## src/rtl/alu_arb_pkg.sv

```systemverilog
// Shared constants and types for alu_share_arb: FSM states, ALU opcodes,
// per-requester control bit offsets and the registered flag layout.
package alu_arb_pkg;

  localparam int unsigned NUM_REQ = 2;
  localparam int unsigned CTL_W   = 4;
  localparam int unsigned FLAG_W  = 8;
  localparam int unsigned OPER_W  = 3;

  localparam int unsigned CTL_INVA = 3;
  localparam int unsigned CTL_INVB = 2;
  localparam int unsigned CTL_CIN  = 1;
  localparam int unsigned CTL_SIGN = 0;

  localparam int unsigned FLG_SEQ  = 0;
  localparam int unsigned FLG_SLT  = 1;
  localparam int unsigned FLG_SLE  = 2;
  localparam int unsigned FLG_SCO  = 3;
  localparam int unsigned FLG_BEQZ = 4;
  localparam int unsigned FLG_BNEZ = 5;
  localparam int unsigned FLG_BLTZ = 6;
  localparam int unsigned FLG_BGEZ = 7;

  typedef enum logic [1:0] {
    IDLE = 2'd0,
    EXEC = 2'd1,
    RESP = 2'd2
  } state_e;

  typedef enum logic [OPER_W-1:0] {
    OP_ADD = 3'd0,
    OP_AND = 3'd1,
    OP_OR  = 3'd2,
    OP_XOR = 3'd3,
    OP_SLL = 3'd4,
    OP_SRL = 3'd5,
    OP_ROL = 3'd6,
    OP_ROR = 3'd7
  } oper_e;

  // One-hot grant; a lone requester always wins, tie_pref settles a tie.
  function automatic logic [NUM_REQ-1:0] arb_pick(input logic [NUM_REQ-1:0] valid,
                                                  input logic               tie_pref);
    logic [NUM_REQ-1:0] grant;
    grant = valid;
    if (&valid) begin
      grant = tie_pref ? NUM_REQ'(2) : NUM_REQ'(1);
    end
    return grant;
  endfunction

endpackage

```

## src/rtl/alu_share_arb_alu.sv

```systemverilog
// Team 16-bit ALU: optional operand inversion, add/logic/shift/rotate on
// Oper, bit-reversed InA, and compare/branch flags from the adder result.
module alu_share_arb_alu
  import alu_arb_pkg::*;
#(
  parameter int unsigned OPERAND_WIDTH  = 16,
  parameter int unsigned NUM_OPERATIONS = 3
) (
  input  logic [OPERAND_WIDTH-1:0]  in_a_i,
  input  logic [OPERAND_WIDTH-1:0]  in_b_i,
  input  logic [NUM_OPERATIONS-1:0] oper_i,
  input  logic [CTL_W-1:0]          ctl_i,
  output logic [OPERAND_WIDTH-1:0]  alu_out_c,
  output logic [OPERAND_WIDTH-1:0]  btr_out_c,
  output logic [FLAG_W-1:0]         flags_c
);

  localparam int unsigned MSB  = OPERAND_WIDTH - 1;
  localparam int unsigned SH_W = $clog2(OPERAND_WIDTH);

  logic [OPERAND_WIDTH-1:0] op_a;
  logic [OPERAND_WIDTH-1:0] op_b;
  logic [OPERAND_WIDTH-1:0] sum;
  logic                     carry;
  logic                     ovf;
  logic                     lt;
  logic                     eq;
  logic [SH_W-1:0]          sh;
  logic [SH_W:0]            sh_inv;

  assign op_a = ctl_i[CTL_INVA] ? ~in_a_i : in_a_i;
  assign op_b = ctl_i[CTL_INVB] ? ~in_b_i : in_b_i;

  assign {carry, sum} = {1'b0, op_a} + {1'b0, op_b} + (OPERAND_WIDTH+1)'(ctl_i[CTL_CIN]);

  // Signed less-than is the true sign of the sum: result MSB corrected by overflow.
  assign ovf = (op_a[MSB] == op_b[MSB]) && (sum[MSB] != op_a[MSB]);
  assign lt  = ctl_i[CTL_SIGN] ? (sum[MSB] ^ ovf) : ~carry;
  assign eq  = ~|sum;

  assign sh     = op_b[SH_W-1:0];
  assign sh_inv = (SH_W+1)'(OPERAND_WIDTH) - {1'b0, sh};

  always_comb begin
    alu_out_c = '0;
    case (oper_i)
      NUM_OPERATIONS'(OP_ADD): alu_out_c = sum;
      NUM_OPERATIONS'(OP_AND): alu_out_c = op_a & op_b;
      NUM_OPERATIONS'(OP_OR):  alu_out_c = op_a | op_b;
      NUM_OPERATIONS'(OP_XOR): alu_out_c = op_a ^ op_b;
      NUM_OPERATIONS'(OP_SLL): alu_out_c = op_a << sh;
      NUM_OPERATIONS'(OP_SRL): alu_out_c = op_a >> sh;
      NUM_OPERATIONS'(OP_ROL): alu_out_c = (op_a << sh) | (op_a >> sh_inv);
      NUM_OPERATIONS'(OP_ROR): alu_out_c = (op_a >> sh) | (op_a << sh_inv);
      default:                 alu_out_c = '0;
    endcase
  end

  always_comb begin
    btr_out_c = '0;
    for (int i = 0; i < int'(OPERAND_WIDTH); i++) begin
      btr_out_c[i] = in_a_i[int'(MSB) - i];
    end
  end

  // Branch flags test raw InA; set-flags come from the adder.
  always_comb begin
    flags_c           = '0;
    flags_c[FLG_SEQ]  = eq;
    flags_c[FLG_SLT]  = lt;
    flags_c[FLG_SLE]  = lt | eq;
    flags_c[FLG_SCO]  = carry;
    flags_c[FLG_BEQZ] = ~|in_a_i;
    flags_c[FLG_BNEZ] = |in_a_i;
    flags_c[FLG_BLTZ] = in_a_i[MSB];
    flags_c[FLG_BGEZ] = ~in_a_i[MSB];
  end

endmodule

```

## src/rtl/alu_share_arb.sv

```systemverilog
// Shares one alu_share_arb_alu between two requesters: arbitrate, latch, execute, respond.
// ALU_ARB_FIXED_PRIO_EN selects fixed priority (req0 wins ties); default is round-robin.
module alu_share_arb
  import alu_arb_pkg::*;
#(
  parameter int unsigned OPERAND_WIDTH  = 16,
  parameter int unsigned NUM_OPERATIONS = 3
) (
  input  logic                                clk,
  input  logic                                rst,
  input  logic [NUM_REQ-1:0]                  req_valid,
  output logic [NUM_REQ-1:0]                  req_ready,
  input  logic [NUM_REQ*OPERAND_WIDTH-1:0]    req_a,
  input  logic [NUM_REQ*OPERAND_WIDTH-1:0]    req_b,
  input  logic [NUM_REQ*NUM_OPERATIONS-1:0]   req_oper,
  input  logic [NUM_REQ*CTL_W-1:0]            req_ctl,
  output logic                                resp_valid,
  input  logic                                resp_ready,
  output logic                                resp_id,
  output logic [OPERAND_WIDTH-1:0]            resp_aluout,
  output logic [OPERAND_WIDTH-1:0]            resp_btrout,
  output logic [FLAG_W-1:0]                   resp_flags,
  output logic                                busy
);

  localparam int unsigned W = OPERAND_WIDTH;
  localparam int unsigned N = NUM_OPERATIONS;

  state_e             state_q, state_d;
  logic [NUM_REQ-1:0] grant_vec;
  logic               grant_id;
  logic               accept;
  logic               tie_pref;

  logic [W-1:0]       a_q, b_q;
  logic [N-1:0]       oper_q;
  logic [CTL_W-1:0]   ctl_q;
  logic               id_q;

  logic               resp_id_q;
  logic [W-1:0]       resp_aluout_q, resp_btrout_q;
  logic [FLAG_W-1:0]  resp_flags_q;

  logic [W-1:0]       alu_out;
  logic [W-1:0]       btr_out;
  logic [FLAG_W-1:0]  alu_flags;

  // Next-state and grant decode
  always_comb begin
    state_d   = state_q;
    grant_vec = '0;
    grant_id  = 1'b0;
    accept    = 1'b0;
    case (state_q)
      IDLE: begin
        if (|req_valid) begin
          grant_vec = arb_pick(req_valid, tie_pref);
          grant_id  = grant_vec[1];
          accept    = 1'b1;
          state_d   = EXEC;
        end
      end
      EXEC: state_d = RESP;
      RESP: begin
        if (resp_ready) begin
          state_d = IDLE;
        end
      end
      default: state_d = IDLE;
    endcase
  end

  // Grant is visible only while out of reset so nothing looks accepted during it.
  assign req_ready = rst ? grant_vec : '0;

`ifdef ALU_ARB_FIXED_PRIO_EN
  assign tie_pref = 1'b0;
`else
  logic rr_ptr_q, rr_ptr_d;

  assign rr_ptr_d = accept ? ~grant_id : rr_ptr_q;
  assign tie_pref = rr_ptr_q;

  always_ff @(posedge clk or negedge rst) begin
    if (!rst) begin
      rr_ptr_q <= 1'b0;
    end else begin
      rr_ptr_q <= rr_ptr_d;
    end
  end
`endif

  always_ff @(posedge clk or negedge rst) begin
    if (!rst) begin
      state_q <= IDLE;
    end else begin
      state_q <= state_d;
    end
  end

  // Operand registers: the ALU sees only these, never the live request buses.
  always_ff @(posedge clk or negedge rst) begin
    if (!rst) begin
      a_q    <= '0;
      b_q    <= '0;
      oper_q <= '0;
      ctl_q  <= '0;
      id_q   <= 1'b0;
    end else if (accept) begin
      a_q    <= grant_id ? req_a[2*W-1:W]         : req_a[W-1:0];
      b_q    <= grant_id ? req_b[2*W-1:W]         : req_b[W-1:0];
      oper_q <= grant_id ? req_oper[2*N-1:N]      : req_oper[N-1:0];
      ctl_q  <= grant_id ? req_ctl[2*CTL_W-1:CTL_W] : req_ctl[CTL_W-1:0];
      id_q   <= grant_id;
    end
  end

  alu_share_arb_alu #(
    .OPERAND_WIDTH  (OPERAND_WIDTH),
    .NUM_OPERATIONS (NUM_OPERATIONS)
  ) u_alu (
    .in_a_i    (a_q),
    .in_b_i    (b_q),
    .oper_i    (oper_q),
    .ctl_i     (ctl_q),
    .alu_out_c (alu_out),
    .btr_out_c (btr_out),
    .flags_c   (alu_flags)
  );

  // Result capture at the end of EXEC; held untouched through RESP backpressure.
  always_ff @(posedge clk or negedge rst) begin
    if (!rst) begin
      resp_id_q     <= 1'b0;
      resp_aluout_q <= '0;
      resp_btrout_q <= '0;
      resp_flags_q  <= '0;
    end else if (state_q == EXEC) begin
      resp_id_q     <= id_q;
      resp_aluout_q <= alu_out;
      resp_btrout_q <= btr_out;
      resp_flags_q  <= alu_flags;
    end
  end

  assign resp_valid  = (state_q == RESP);
  assign busy        = (state_q != IDLE);
  assign resp_id     = resp_id_q;
  assign resp_aluout = resp_aluout_q;
  assign resp_btrout = resp_btrout_q;
  assign resp_flags  = resp_flags_q;

endmodule

```

## config.mk

```make
export PLATFORM = sky130hd
export DESIGN_NAME = alu_share_arb
export DESIGN_NICKNAME = d
export VERILOG_FILES = /design/src/rtl/alu_arb_pkg.sv /design/src/rtl/alu_share_arb_alu.sv /design/src/rtl/alu_share_arb.sv
export SDC_FILE = /design/constraint.sdc
export NUM_CORES = 1
export LEC_CHECK = 0
export BUFFER_PORTS_ARGS = -buffer_cell sky130_fd_sc_hd__buf_2
export CAP_MARGIN = 15
export CELL_PAD_IN_SITES_DETAIL_PLACEMENT = 1
export CELL_PAD_IN_SITES_GLOBAL_PLACEMENT = 1
export CORE_MARGIN = 2
export CORE_UTILIZATION = 47
export DETAILED_ROUTE_END_ITERATION = 7
export MAX_ROUTING_LAYER = met4
export PLACE_DENSITY_LB_ADDON = 0.1
export SYNTH_ARGS = -nofsm -noshare
export SYNTH_HDL_FRONTEND = slang
export SYNTH_SLANG_ARGS = --single-unit
```

## constraint.sdc

```tcl
create_clock -name clk -period 6.8 [get_ports clk]
set_input_delay 1.36 -clock clk [delete_from_list [all_inputs] [get_ports clk]]
set_output_delay 1.36 -clock clk [all_outputs]
set_load 0.05 [all_outputs]
```

Word level (Yosys, flattened, before mapping) --
Cells that the tools add are included.
Cells by class: $add $sub $neg 3, multipliers 0, divide/modulo/power cells 0, order comparisons 0, equal/unequal tests 13, shifts and indexed selects 4, mux-type cells 20, bitwise logic cells 12, reductions and logical operators 11
Operator list (count):
- 16-bit case mux with 8 select lines | 1
- 16-bit 2-to-1 mux | 4
- 16-bit OR | 3
- 16-bit NOT | 2
- 16-bit OR reduction | 2
- 16-bit by 16-bit adder with 17-bit output | 1
- 17-bit by 1-bit adder with 17-bit output | 1
- 16-bit bitwise AND | 1
- 16-bit by 4-bit left shift with 16-bit output | 1
- 16-bit by 5-bit left shift with 16-bit output | 1
- 16-bit by 4-bit right shift with 16-bit output | 1
- 16-bit by 5-bit right shift with 16-bit output | 1
- 16-bit bitwise XOR | 1
- 2-bit 2-to-1 mux | 7
- 3-bit == test (second input constant) | 4
- 3-bit by 2-bit == test with 1-bit output (second input constant) | 2
- 2-bit case mux with 3 select lines | 1
- 1-bit 2-to-1 mux | 5
- 5-bit by 4-bit subtractor with 5-bit output (first input constant) | 1
- 4-bit 2-to-1 mux | 1
- 2-bit AND reduction | 2
- 3-bit by 1-bit == test with 1-bit output (second input constant) | 1
- 3-bit logical NOT | 1
- 3-bit 2-to-1 mux | 1
- other kinds (14) | 17
Word-level totals: flip-flop bits (word level) 84, bits in latches 0, memory bits (writable) 0, ROM bits 0, input port bits 83, output and inout bits 45, logic and storage cells 74, memories kept 0

Longest topological paths before layout --
Gate-level depths: netlist of the first run.
depth in word-level cells 9, mapped depth 15, depth with buffers taken out 12

Modules after synthesis --
A second synthesis of the first run with hierarchy kept.
Second synthesis, totals: cells, all modules 994, area total of the unflattened synthesis 8431.8 um^2
By module, submodules not included:
- alu_share_arb_alu | instances 1, cells each 750, area an instance 4917.2 um^2, sequential area each 0.0 um^2
- alu_share_arb | instances 1, cells each 244, area an instance 3514.6 um^2, sequential area each 2102.0 um^2

Worst setup path before layout of the first run --
OpenSTA, ideal clock, no wires.
path type register -> register, start point reg ctl_q[2], end point reg resp_flags_q[2], in the netlist resp_flags[2], setup time 0.070 ns, arrival 3.826 ns, required time 6.730 ns, path slack 2.904 ns, cell stages (with the launch flop) 16, buffers on the path 5, clock period less this slack 3.896 ns, cell sequence dfrtp_1 > buf_6 > clkbuf_1 > buf_1 > clkbuf_1 > xor2_1 > ha_1 > buf_2 > and2_1 > a221o_1 > a21oi_2 > a211oi_1 > o31a_1 > a2111oi_0 > nand4_1 > nand3_1
Between the ends: cells in the longest elaborated chain, start to end 8, elaborated cells on any way between the ends 12, those cells by class 2 x add/sub; 2 x eq/ne; 2 x mux; 3 x bitwise; 3 x reduce/logical
RTL lines:
- from (decl) | RTL line alu_share_arb.sv:37 | logic [CTL_W-1:0] ctl_q;
- from (signal assigned) | RTL line alu_share_arb.sv:113 | ctl_q <= grant_id ? req_ctl[2*CTL_W-1:CTL_W] : req_ctl[CTL_W-1:0];
- 16-bit 2-to-1 mux * | RTL line alu_share_arb_alu.sv:32 | assign op_b = ctl_i[CTL_INVB] ? ~in_b_i : in_b_i;
- 16-bit by 16-bit adder with 17-bit output | RTL line alu_share_arb_alu.sv:34 | assign {carry, sum} = {1'b0, op_a} + {1'b0, op_b} + (OPERAND_WIDTH+1)'(ctl_i[CTL_CIN]);
- 17-bit by 1-bit adder with 17-bit output | RTL line alu_share_arb_alu.sv:34
- 1-bit != test | RTL line alu_share_arb_alu.sv:37 | assign ovf = (op_a[MSB] == op_b[MSB]) && (sum[MSB] != op_a[MSB]);
- 1-bit logical AND | RTL line alu_share_arb_alu.sv:37
- 1-bit bitwise XOR | RTL line alu_share_arb_alu.sv:38 | assign lt = ctl_i[CTL_SIGN] ? (sum[MSB] ^ ovf) : ~carry;
- 1-bit 2-to-1 mux | RTL line alu_share_arb_alu.sv:38
- 1-bit OR * | RTL line alu_share_arb_alu.sv:71 | flags_c[FLG_SLE] = lt | eq;
- to (signal assigned) | RTL line alu_share_arb.sv:142 | resp_flags_q <= alu_flags;
- to (decl) | RTL line alu_share_arb.sv:42 | logic [FLAG_W-1:0] resp_flags_q;
Every way passes the cells marked *; elsewhere a longest branch is shown, timed or not. A chain may end at the register's enable or synchronous reset.

Worst setup path after layout of the first run --
Same ends and word-level chain as after synthesis.

==> out/results.ini, run 1 <==
[run_status]
outcome = finished with violations
violations = design-rule violations

[yosys]
yosysWarningCount = 0
synthesis.area_per_instance_um2 = 8.085
syn-num-nets = 1138
synth-edff-count = 0
post_synth_instance_area_mm2 = 0.008247
synth_top_family_by_area = compound AO/OA/AOI/OAI gates
synth-compound-area-share = 0.2578
synth_fa_ha_area_frac = 0.05492
synth.distinct_cells = 82
post_synth_mux_area_share = 0.1038
synth_ff_type = sky130_fd_sc_hd__dfrtp_1
post_synth_inst_count = 1020
synth_area_in_xor_xnor = 0.08436
synth_async_sr_flop_share = 1.000
synth.ff_latch_count = 83
ys_seq_area_frac = 0.2519
synth_simple_gate_area_frac = 0.1592

[worst_setup_path]
setup.worst_path.start_class = flip-flop
worst-path-max-fanout = 36
startpoint_of_the_most_critical_register_to_register_path = ctl_q[2]
r2r-end = resp_flags[2]
crit_required_ns = 7.04
worstSetupPathType = flip-flop to flip-flop
setup.reg_to_reg.worst_slack_ns = 2.32
reg2reg_depth = 13
worstPathArrival_ns = 4.73
end_kind = flip-flop

[timing]
setup_viol = 0
maxSlewHeadroom = 0.2964
finalClockSkew_ns = 0.01869
fin_tns_setup_ns = 0
finalMaxSlewViolations = 0
grt_setup_unrepaired = no
post-route-period-util = 0.6594
finalCriticalPeriod_ns = 4.484
worst_margin_slew_ns = 1.052
finalHoldViolCount = 0
max_clock_freq_mhz = 223.0

[global_routing]
met2_layer_usage_reported_by_global_route = 0.5511
grt_antenna_before_repair = 1
grt_start_max_net_pins = 70
grt.overflow.total = 0
grt_pass1_wl_um = 52300
groute.usage.overall = 0.3849
via_count_of_the_first_global_routing_pass = 8656
groute.layer.met1.usage = 0.5181
grtUsageMet3 = 0.08762
top_usage_layer = met2

[detailed_routing]
post_drt_wl_per_cell_um = 26.17
routed-via-count = 8859
detail_route.drc_violations = 2
dr_iter_0_viols = 1011
final_antenna_net_count = 0
route.detailed.vias_per_inst = 6.716
detailedRoute.firstPassIterationCount = 8
aggregate_routed_wire_length_um = 34520

[clock_tree]
cts.repair.resized = 0
tritoncts_num_sinks = 83
htree_num_levels = 3
hold_fix_buffers_at_cts = 0
numCtsBuffers = 9
cts_tree = done
ctsLongestPathBuffers = 2
clkLatencyLatePin_ns = 0.36
postCtsSetupBuffers = 0
clockRootBuffer = sky130_fd_sc_hd__clkbuf_16
cts.reportedPaths.clkPinSlew_ns = 0.07

[cells_and_area]
area_growth_syn_to_layout_pct = 12.78
share_of_layout_cells_above_drive_strength_1 = 0.1857
final_core_util = 0.5396
multi_input_comb_area_mm2 = 0.005473
fin_nets = 1206
layout.cells.most_common = sky130_fd_sc_hd__buf_2
mostFrequentLayoutCells = 126 x sky130_fd_sc_hd__buf_2, 121 x sky130_fd_sc_hd__nand2_1, 87 x sky130_fd_sc_hd__inv_1
nFillCells = 2111
ff_latch_area_mm2 = 0.002079

[hold_path]
timing.hold.worst.start = resp_flags[0]
min_delay_worst_endpoint = resp_flags[0]
class_of_the_most_critical_hold_timing_path = flip-flop to flip-flop
min_path_cells = 2

[die]
floorplan.die_area_mm2 = 0.01862
floorplan.initialDensity = 0.4784
die_y_um = 136.5
core.rowCount = 48
standard_cell_core_area_mm2 = 0.01724
die_x_um = 136.5
boundaryPins = 128

[placement]
place.gp.congestion = 1.009
detailedPlacementHpwl_um = 25750
placement.io_buffers = 127

[job]
cap_violations = 0

worst max-delay path by stage:
stage / startpoint / endpoint / cells past startpoint
2_1_floorplan: ctl_q[2] / resp_flags[2] / 15
3_3_place_gp: ctl_q[2] / resp_flags[2] / 13
3_5_place_dp: ctl_q[2] / resp_flags[2] / 13
4_1_cts: ctl_q[2] / resp_flags[2] / 13
5_1_grt: ctl_q[2] / resp_flags[2] / 13
6_report: ctl_q[2] / resp_flags[2] / 13
synth_stat cells (all sizes together) (9+ instances only):
cell,count,share of area
a31oi,14,0.011
o211ai,9,0.0082
dfrtp,83,0.25
nand3,23,0.015
nor2,66,0.030
xor2,39,0.047
o22ai,11,0.0083
a221oi,17,0.019
a21oi,63,0.039
o21ai,32,0.019
buf,30,0.019
nor3,22,0.013
ha,33,0.050
nor2b,11,0.0083
xnor2,28,0.037
nor4,9,0.0076
nand2,121,0.055
mux2i,66,0.081
a222oi,40,0.049
inv,90,0.041
clkbuf,61,0.028
a211oi,20,0.018
state kept, by name, summed over array words and instances (netlist names):
name / count
a_q: 16
b_q: 16
resp_aluout: 16
resp_btrout: 16
resp_flags: 7
ctl_q: 4
oper_q: 3
state_q: 2
id_q: 1
resp_id: 1
rr_ptr_q: 1
per-stage QoR:
stage / hold WS, ns / instance area, um2 / instances / setup slack [ns]
CTS: 0.4799 / 9298 / 1318 / 2.390
global placement: 0.4536 / 8970 / 1302 / 2.571
floorplan: 0.4592 / 8247 / 1020 / 2.904
finish: 0.4775 / 9300 / 1319 / 2.316
detailed placement: 0.4608 / 8970 / 1302 / 2.445
global route: 0.5034 / 9300 / 1319 / 2.074
layout make-up:
cell class,instances,area share
multi-input combinational,756,0.5885
sequential,83,0.2236
timing repair buffer,148,0.08556
inverter,90,0.03659
tap,225,0.03027
clock buffer,9,0.02422
clock inverter,7,0.01103
antenna,1,0.0002691
critical path, cell delays in order, from the launching register on:
cell and delay [ns]:
sky130_fd_sc_hd__dfrtp_2 0.96, sky130_fd_sc_hd__xor2_4 0.19, sky130_fd_sc_hd__buf_4 0.40, sky130_fd_sc_hd__inv_4 0.20, sky130_fd_sc_hd__fa_1 0.46, sky130_fd_sc_hd__fa_1 0.49
sky130_fd_sc_hd__nor2b_1 0.22, sky130_fd_sc_hd__nand4_1 0.13, sky130_fd_sc_hd__o211ai_1 0.44, sky130_fd_sc_hd__a41o_1 0.27, sky130_fd_sc_hd__o31a_1 0.15, sky130_fd_sc_hd__and2_1 0.16
sky130_fd_sc_hd__a311o_1 0.21, sky130_fd_sc_hd__nand3_1 0.07
metal layers:
metal	part of all wire	wire length (um)
met5	0	0
met4	0.047	1627
met3	0.090	3120
met2	0.44	15030
met1	0.43	14740
logic make-up (layout without fill, tap and decap cells):
group	count (synthesis)	after routing
other	0	1
flip-flops	83	83
XOR/XNOR	67	67
AND/OR/NAND/NOR	290	290
multiplexers	76	76
AO/OA/AOI/OAI	288	288
adder cells (fa/ha/maj)	35	35
buffers and inverters	181	254
Power of run 1 is left out: the tool's default activity adds up to more than one toggle a clock period on the data nets, which glitch-free logic cannot reach.
==> inputs of run 2 (changes only) <==
CORE_UTILIZATION = 44   (was 47)
clock period = 4.2 ns   (was 6.8 ns; I/O delays follow)
==> run 2 against run 1 <==
  * Critical path depth fell by 2
  * Setup slack got worse by 1.9 ns
  * Clock skew grew 0.0042 ns
  * Register-to-register slack got worse by 1.9 ns
  * Final cell count rose by 2.7%
  * Utilization is 2.6 points lower
  * The flow now finishes without violations
==> out/results.ini, run 2 (synthesized netlist as in run 1, its figures left out) <==
[die]
core.rowCount = 50  ; was 48
boundaryPins = 128  ; unchanged
standard_cell_core_area_mm2 = 0.01852  ; was 0.01724 mm2
floorplan.initialDensity = 0.4453  ; was 0.4784
die_x_um = 140.9  ; was 136.5 um
floorplan.die_area_mm2 = 0.01985  ; was 0.01862 mm2
die_y_um = 140.9  ; was 136.5 um

[timing]
finalMaxSlewViolations = 0  ; unchanged
max_clock_freq_mhz = 265.9  ; was 223.0 MHz
post-route-period-util = 0.8953  ; was 0.6594
finalHoldViolCount = 0  ; unchanged
worst_margin_slew_ns = 0.8701  ; was 1.052 ns
finalCriticalPeriod_ns = 3.760  ; was 4.484 ns
finalClockSkew_ns = 0.02291  ; was 0.01869 ns
fin_tns_setup_ns = 0  ; unchanged
setup_viol = 0  ; unchanged
grt_setup_unrepaired = no  ; unchanged
maxSlewHeadroom = 0.4158  ; was 0.2964

[clock_tree]
postCtsSetupBuffers = 0  ; unchanged
hold_fix_buffers_at_cts = 0  ; unchanged
tritoncts_num_sinks = 83  ; unchanged
numCtsBuffers = 9  ; unchanged
cts_tree = done  ; unchanged
ctsLongestPathBuffers = 2  ; unchanged
cts.reportedPaths.clkPinSlew_ns = 0.08  ; was 0.07 ns
clkLatencyLatePin_ns = 0.36  ; about the same
clockRootBuffer = sky130_fd_sc_hd__clkbuf_16  ; unchanged
cts.repair.resized = 0  ; unchanged
htree_num_levels = 3  ; unchanged

[global_routing]
grt_antenna_before_repair = 0  ; was 1
via_count_of_the_first_global_routing_pass = 8815  ; was 8656
grt_start_max_net_pins = 41  ; was 70
groute.usage.overall = 0.3668  ; was 0.3849
grt_pass1_wl_um = 53900  ; was 52300 um
grt.overflow.total = 0  ; unchanged

[detailed_routing]
dr_iter_0_viols = 1002  ; was 1011
highest_layer = met4  ; unchanged
detailedRoute.firstPassIterationCount = 7  ; was 8
post_drt_wl_per_cell_um = 25.98  ; was 26.17 um
final_antenna_net_count = 0  ; unchanged
detail_route.drc_violations = 0  ; was 2
wl_met3_um = 3293  ; was 3120 um
wl_met1_um = 15050  ; was 14740 um
met2RoutedLength_um = 15450  ; was 15030 um
aggregate_routed_wire_length_um = 35200  ; was 34520 um
routed-via-count = 8847  ; was 8859
route.detailed.vias_per_inst = 6.529  ; was 6.716

[cells_and_area]
ff_latch_area_mm2 = 0.002079  ; unchanged
mostFrequentLayoutCells = 126 x sky130_fd_sc_hd__buf_2, 121 x sky130_fd_sc_hd__nand2_1, 87 x sky130_fd_sc_hd__inv_1  ; unchanged
fin_nets = 1234  ; was 1206
area_growth_syn_to_layout_pct = 15.29  ; was 12.78%
nFillCells = 2256  ; was 2111
diodes = 0  ; was 1
layout.cells.most_common = sky130_fd_sc_hd__buf_2  ; unchanged
share_of_layout_cells_above_drive_strength_1 = 0.2070  ; was 0.1857
multi_input_comb_area_mm2 = 0.005479  ; was 0.005473 mm2

[worst_setup_path]
end_kind = flip-flop  ; unchanged
worst-path-max-fanout = 23  ; was 36
worstSetupPathType = flip-flop to flip-flop  ; unchanged
setup.worst_path.start_class = flip-flop  ; unchanged
setup.reg_to_reg.worst_slack_ns = 0.44  ; was 2.32 ns
worstPathArrival_ns = 4.05  ; was 4.73 ns
crit_required_ns = 4.49  ; was 7.04 ns

[job]
cap_violations = 0  ; unchanged

[run_status]
outcome = finished clean  ; was finished with violations

[placement]
detailedPlacementHpwl_um = 27050  ; was 25750 um
placement.io_buffers = 127  ; unchanged
place.gp.congestion = 1.007  ; was 1.009

[hold_path]
class_of_the_most_critical_hold_timing_path = input pin to async pin  ; was flip-flop to flip-flop

==> run 2: cell count changes in the layout (fill, tap and decap cells not counted), sizes merged <==
cell	previous run	this run
buf	148	176
inv	94	92
clkbuf	9	10
diode	1	0
bufinv	2	1
clkinvlp	0	2
==> run 2: metrics by stage <==
step	util	instance area (um2)	instances	setup WS, ns	hold slack, ns
floorplan	-	8247	1020	0.3043	0.4592
global placement	0.4967	9198	1339	0.6391	0.4541
detailed placement	0.4967	9198	1339	0.5549	0.4622
CTS	0.5134	9508	1355	0.5425	0.3610
global route	0.5134	9508	1355	0.2069	0.3844
finish	0.5134	9508	1355	0.4397	0.3614
==> run 2: cell type report <==
| type | count | area share |
|---|---|---|
| clock inverters | 6 | 0.007501 |
| clock buffers | 10 | 0.02513 |
| inverters | 90 | 0.03579 |
| multi-input cells | 756 | 0.5763 |
| repair buffers | 176 | 0.1058 |
| flip-flops and latches | 83 | 0.2187 |
| well taps | 234 | 0.03079 |
==> run 2: layer usage <==
metal / GRT usage / up-vias
met5: - / -
met3: 0.07065 / 84
met4: 0.1368 / 0
met1: 0.5056 / 4358
met2: 0.5363 / 488
li1: - / 3917
==> run 2: path summary, 6_finish.rpt <==
path | start | endpoint | depth (start not counted)
max in group asynchronous | rst | oper_q[2] | 2
worst max register to register | ctl_q[3] | resp_flags[2] | 11
worst min register to register | resp_btrout[12] | resp_btrout[12] | 2
worst min-delay path | rst | resp_btrout[10] | 1
worst max-delay path | ctl_q[3] | resp_flags[2] | 11
min in group clk | resp_btrout[12] | resp_btrout[12] | 2
==> run 2: critical path, stage by stage, from the launching register on <==
cell	delay [ns]
sky130_fd_sc_hd__dfrtp_2	0.36
sky130_fd_sc_hd__buf_4	0.38
sky130_fd_sc_hd__xor2_1	0.32
sky130_fd_sc_hd__ha_1	0.42
sky130_fd_sc_hd__a21o_1	0.26
sky130_fd_sc_hd__a221o_1	0.37
sky130_fd_sc_hd__a21oi_2	0.33
sky130_fd_sc_hd__a211oi_1	0.16
sky130_fd_sc_hd__o31a_1	0.31
sky130_fd_sc_hd__a2111oi_0	0.38
sky130_fd_sc_hd__nand4_1	0.25
sky130_fd_sc_hd__nand3_1	0.14
Power of run 2 is left out for the same reason.
